<file path="src/rtl/i2c_pkg.sv">
// rtl/i2c_pkg.sv - shared types and constants for the I2C slave register file
package i2c_pkg;

  typedef enum logic [2:0] {
    ST_IDLE,
    ST_ADDR,
    ST_PTR,
    ST_WRITE,
    ST_READ,
    ST_IGNORE
  } slave_state_t;

  localparam logic I2C_ACK  = 1'b0;
  localparam logic I2C_NACK = 1'b1;

  localparam logic RW_WRITE = 1'b0;
  localparam logic RW_READ  = 1'b1;

endpackage

</file>
<file path="src/rtl/i2c_regbank.sv">
// rtl/i2c_regbank.sv - NUM_REGS x 8 register array, two read ports, async clear
module i2c_regbank #(
  parameter int NUM_REGS = 16,
  parameter int ADDR_W   = 4
) (
  input  logic              clk,
  input  logic              rstn,
  input  logic              i_i2c_we,
  input  logic [ADDR_W-1:0] i_i2c_waddr,
  input  logic [7:0]        i_i2c_wdata,
  input  logic              i_host_we,
  input  logic [ADDR_W-1:0] i_host_waddr,
  input  logic [7:0]        i_host_wdata,
  input  logic [ADDR_W-1:0] i_raddr_a,
  output logic [7:0]        o_rdata_a,
  input  logic [ADDR_W-1:0] i_raddr_b,
  output logic [7:0]        o_rdata_b
);

  logic [7:0] r_mem [NUM_REGS];

  // Host enable arrives already masked on collisions; I2C is written last regardless.
  always_ff @(posedge clk or negedge rstn) begin
    if (!rstn) begin
      for (int i = 0; i < NUM_REGS; i++) r_mem[i] <= 8'h00;
    end else begin
      if (i_host_we) r_mem[i_host_waddr] <= i_host_wdata;
      if (i_i2c_we)  r_mem[i_i2c_waddr]  <= i_i2c_wdata;
    end
  end

  assign o_rdata_a = r_mem[i_raddr_a];
  assign o_rdata_b = r_mem[i_raddr_b];

endmodule

</file>
<file path="src/rtl/i2c_slave_regfile.sv">
// rtl/i2c_slave_regfile.sv - I2C slave byte decoder with ACK control and register bank
module i2c_slave_regfile
  import i2c_pkg::*;
#(
  parameter logic [6:0] SLAVE_ADDR = 7'h42,
  parameter int         NUM_REGS   = 16,
  parameter int         ADDR_W     = 4
) (
  input  logic              clk,
  input  logic              rstn,
  input  logic              start,
  input  logic              stop,
  input  logic [7:0]        rx_data,
  input  logic              data_rdy,
  output logic              ack,
  output logic              rd_req,
  output logic [7:0]        rd_data,
  input  logic              tx_done,
  output logic              wr_strobe,
  output logic [ADDR_W-1:0] wr_addr,
  input  logic [ADDR_W-1:0] host_addr,
  input  logic              host_we,
  input  logic [7:0]        host_wdata,
  output logic [7:0]        host_rdata
);

  slave_state_t      r_state;
  logic [ADDR_W-1:0] r_ptr;
  logic              r_ack;
  logic              r_rd_req;
  logic              r_wr_strobe;
  logic [ADDR_W-1:0] r_wr_addr;
  logic              r_data_rdy_q;

  logic w_event;
  logic w_i2c_we;
  logic w_host_we;

  assign w_event   = r_data_rdy_q & ~data_rdy;
  // A byte coinciding with start/stop is dropped, so it must not reach the bank.
  assign w_i2c_we  = w_event & ~start & ~stop & (r_state == ST_WRITE);
  assign w_host_we = host_we & ~(w_i2c_we & (host_addr == r_ptr));

  always_ff @(posedge clk or negedge rstn) begin
    if (!rstn) begin
      r_state      <= ST_IDLE;
      r_ptr        <= '0;
      r_ack        <= I2C_NACK;
      r_rd_req     <= 1'b0;
      r_wr_strobe  <= 1'b0;
      r_wr_addr    <= '0;
      r_data_rdy_q <= 1'b1;
    end else begin
      r_data_rdy_q <= data_rdy;
      r_wr_strobe  <= 1'b0;
      if (stop) begin
        r_state  <= ST_IDLE;
        r_ack    <= I2C_NACK;
        r_rd_req <= 1'b0;
      end else if (start) begin
        r_state  <= ST_ADDR;
        r_ack    <= I2C_NACK;
        r_rd_req <= 1'b0;
      end else if (w_event) begin
        case (r_state)
          ST_ADDR: begin
            if (rx_data[7:1] == SLAVE_ADDR) begin
              r_ack <= I2C_ACK;
              if (rx_data[0] == RW_WRITE) begin
                r_state <= ST_PTR;
              end else begin
                r_state  <= ST_READ;
                r_rd_req <= 1'b1;
              end
            end else begin
              r_ack   <= I2C_NACK;
              r_state <= ST_IGNORE;
            end
          end
          ST_PTR: begin
            if ({24'd0, rx_data} < 32'(NUM_REGS)) begin
              r_ptr   <= rx_data[ADDR_W-1:0];
              r_ack   <= I2C_ACK;
              r_state <= ST_WRITE;
            end else begin
              r_ack   <= I2C_NACK;
              r_state <= ST_IGNORE;
            end
          end
          ST_WRITE: begin
            r_wr_strobe <= 1'b1;
            r_wr_addr   <= r_ptr;
            r_ack       <= I2C_ACK;
            r_ptr       <= r_ptr + 1'b1;
          end
          default: r_ack <= I2C_NACK;
        endcase
      end else if (tx_done && r_state == ST_READ) begin
        r_ptr <= r_ptr + 1'b1;
      end
    end
  end

  i2c_regbank #(
    .NUM_REGS (NUM_REGS),
    .ADDR_W   (ADDR_W)
  ) u_regbank (
    .clk          (clk),
    .rstn         (rstn),
    .i_i2c_we     (w_i2c_we),
    .i_i2c_waddr  (r_ptr),
    .i_i2c_wdata  (rx_data),
    .i_host_we    (w_host_we),
    .i_host_waddr (host_addr),
    .i_host_wdata (host_wdata),
    .i_raddr_a    (r_ptr),
    .o_rdata_a    (rd_data),
    .i_raddr_b    (host_addr),
    .o_rdata_b    (host_rdata)
  );

  assign ack       = r_ack;
  assign rd_req    = r_rd_req;
  assign wr_strobe = r_wr_strobe;
  assign wr_addr   = r_wr_addr;

endmodule

</file>
<file path="config.mk">
export PLATFORM = sky130hd
export DESIGN_NAME = i2c_slave_regfile
export DESIGN_NICKNAME = d
export VERILOG_FILES = /design/src/rtl/i2c_pkg.sv /design/src/rtl/i2c_regbank.sv /design/src/rtl/i2c_slave_regfile.sv
export SDC_FILE = /design/constraint.sdc
export NUM_CORES = 1
export LEC_CHECK = 0
export ABC_CLOCK_PERIOD_IN_PS = 2840
export BUFFER_PORTS_ARGS = -buffer_cell sky130_fd_sc_hd__buf_2
export CELL_PAD_IN_SITES_DETAIL_PLACEMENT = 1
export CELL_PAD_IN_SITES_GLOBAL_PLACEMENT = 2
export CORE_ASPECT_RATIO = 1.75
export CORE_MARGIN = 2
export CORE_UTILIZATION = 42
export CTS_CLUSTER_SIZE = 12
export DETAILED_ROUTE_END_ITERATION = 16
export GPL_TIMING_DRIVEN = 0
export MAX_ROUTING_LAYER = met4
export PLACE_DENSITY_LB_ADDON = 0.12
export SLEW_MARGIN = 10
export SYNTH_ARGS = -nofsm -noshare
export SYNTH_HDL_FRONTEND = slang
export SYNTH_SLANG_ARGS = --single-unit
</file>
<file path="constraint.sdc">
create_clock -name clk -period 2.84 [get_ports clk]
set_clock_uncertainty 0.05 [all_clocks]
set_input_delay 0.142 -clock clk [delete_from_list [all_inputs] [get_ports clk]]
set_output_delay 0.142 -clock clk [all_outputs]
set_load 0.02 [all_outputs]
</file>
==> metrics.txt <==
status finished, final reports clean; Post-Synth XOR/XNOR Area 0.480%; DRT Pass-1 Iters 7; combinational family with the most area after synthesis multiplexers; Fin. Hold Viols 0; VDD IR-drop max 0.481 mV; switching part of the total 31.7%; # DRC 0; Mapped Avg Cell Area 11.1 µm²; clock tree buffer depth 2; routed wire length 35.9 mm; Max Cap Viol 0; design area 10700 µm²; Async S/R FF share, synth 100%; Net Count, Synth 854; Distinct cells, synth 45; post-route ant nets 0; Clk pwr share 35.5%; Final #Nets 924; worst hold path type in2reg; crit path capture type flip-flop; Final setup viols 0; Seq/Total Area, Yosys 39.3%; CTS tree yes; top_reg_cell synth dfrtp_1; die area 22900 µm²; DR vias/cell 6.26; die span in y 199 µm; fillers 2298; Place WS -0.720 ns; sequential share of power 39.4%; cell internal pwr 4.95 mW; # IOs 50; Register Area 3580 µm²; global-route wire length before repair 54.2 mm; Synth Area in Simple Gates 11.1%; DR vias 7502; post-route worst setup slack 0.0325 ns; area of the mapped netlist 9120 µm²; Tcrit/Tclk final 98.9%; Peak Freq 356 MHz; worst hold margin 0.0489 ns; port bufs 41; cell count after synthesis 823; critical path type reg2reg; post-DP HPWL 26.3 mm; Synth Warn # 0; PD cells 680 nW/µm²; sw power 2.30 mW; multiplexer area fraction after synthesis 34.3%; GR Overflow Total 0; Post-Synth Adder-Cell Area 0.549%; Slew @ Worst Pin 1.06 ns; Synth Area in Compound Gates 11.3%; CP Max Fanout 10; CTS clk-pin slew, worst paths 0.07 ns; fin. max-slew vios 0; Worst-Skew Late Latency 0.45 ns; Core ar. 21400 µm²; GRT Resource Usage Total 34.2%; leakage power 4.22 nW; CTS Root Cell clkbuf_16; Detailed Route Iter0 Violations 681; initial antenna violation count 0; slew margin rel. 29.3%; Area Overhead vs Synth 16.9%; setup TNS 0 ns; fraction of layout cells with a size suffix above 1 24.4%; Antenna Diode Count 0; dpl cell area 9730 µm²; Comb pwr share 25.1%; Final Wtd Congestion 1.04; Die Wd 115 µm; post-route minimum period 2.81 ns; largest net degree at the start of global routing 109; Initial Util 42.6%; post-layout util 49.8%; unrepaired setup endpoints after global routing true; Startpoint Class flip-flop; vias in the first global route 8306; H-tree Lvls 4; Post-synth EDFFs 0; Multi-input gate area 5350 µm²; row cnt 71; CTS Buf Count 17; Yosys reg bits 143; Worst Path Arrival 3.12 ns; clock sink count 143; Avg WL per Cell 29.9 µm; Crit path required time 3.16 ns
[metrics by stage]
step | std cells | total power [mW]
after floorplan | 823 | 3.93
after global placement | 1156 | 4.51
after detailed placement | 1157 | 4.65
after CTS | 1194 | 7.25
after global routing | 1198 | 7.52
final | 1198 | 7.25
[synth_stat cells (2+ instances only)]
library cell	n	area share, %
buf_1	10	0.41
dfrtp_1	141	39
nor3b_1	3	0.25
o21ai_2	7	0.67
nand4bb_1	2	0.25
nor3_1	15	0.82
nand2b_1	8	0.55
buf_6	4	0.49
a2111oi_4	6	1.8
a21oi_1	5	0.27
nand3_1	5	0.27
mux2_2	2	0.25
clkbuf_1	30	1.2
o21ai_0	76	4.2
a211oi_1	2	0.16
nand4_1	7	0.48
buf_2	11	0.60
and2_1	2	0.14
xnor2_1	4	0.38
dfstp_2	2	0.58
inv_1	4	0.16
a21oi_2	2	0.19
nor2b_1	2	0.14
nand2_1	149	6.1
nor2_1	36	1.5
o21ai_1	56	3.1
nor4_1	2	0.14
mux2i_1	130	14
mux4_2	80	20
a21o_1	2	0.16
ha_1	4	0.55
[metal layers]
layer  share of wire (%)  up-vias  global-route usage, %
met5                   0        -                      -
met4                 6.0        0                   19.5
met3                 4.6      101                   4.88
met2                  51      262                   55.4
met1                  38     3936                   40.5
li1                    -     3203                      -
[placed cells by master, fill, tap and decap left out, types with 11 or more instances in the layout]
master / instances
nand2_1: 149
dfrtp_1: 140
clkbuf_16: 17
nor3_1: 11
buf_2: 49
mux2i_1: 130
mux4_2: 80
clkbuf_1: 27
nor2_1: 24
o21ai_1: 56
o21ai_0: 76
[cell type report]
cell class / instances / share of cell area [%]
Multi-Input combinational cell: 619 / 50.2
Sequential cell: 143 / 33.6
Timing Repair Buffer: 51 / 3.15
Tap cell: 292 / 3.43
Buffer: 56 / 3.17
Inverter: 5 / 0.176
Clock inverter: 12 / 1.93
Clock buffer: 20 / 4.29
[state kept, by name (all words and copies together), names as in the netlist]
signal	count
wr_strobe	1
u_regbank.r_mem	128
r_data_rdy_q	1
r_state	3
r_ptr	4
wr_addr	4
ack	1
rd_req	1
[cell families after synthesis]
kind of cell,after synthesis
flip-flops,143
buffers and inverters,61
AO/OA/AOI/OAI,162
multiplexers,212
XOR/XNOR,5
adder cells (fa/ha/maj),4
AND/OR/NAND/NOR,236
[power groups by stage]
stage          logic (mW)  clock network [mW]  registers, mW
5_1_grt              1.93                2.69           2.89
3_5_place_dp         1.78                   0           2.87
2_1_floorplan        1.22                   0           2.71
3_3_place_gp         1.70                   0           2.81
4_1_cts              1.81                2.61           2.84
6_report             1.82                2.58           2.85
[worst paths after layout]
path / startpoint / end / slack [ns] / cells past startpoint
worst max-delay path: r_ptr[0] / u_regbank.r_mem[121] / 0.03 / 9
worst min-delay path: host_wdata[3] / u_regbank.r_mem[27] / 0.05 / 3
worst max register to register: r_ptr[0] / u_regbank.r_mem[121] / 0.03 / 9
worst min register to register: rd_req / rd_req / 0.44 / 1
max in group asynchronous: rstn / u_regbank.r_mem[67] / 1.73 / 3
min in group asynchronous: rstn / u_regbank.r_mem[104] / 0.12 / 2
[critical path: stages, from the launching register on]
cell and delay [ns]:
dfrtp_2 0.45, buf_8 0.18, buf_8 0.18, clkbuf_8 0.19, inv_1 0.12, ha_1 0.18
nand4_1 0.39, nor3_2 0.72, nand2_1 0.13, o21ai_1 0.12
[timing repair]
item	CTS	global route
endpoints found under the hold margin	144	0
pin swaps	0	1
hold buffers	5	0
resized for setup	29	20
endpoints found under the setup margin	116	100
buffers inserted	0	4
(Power assumes the default switching activity.)
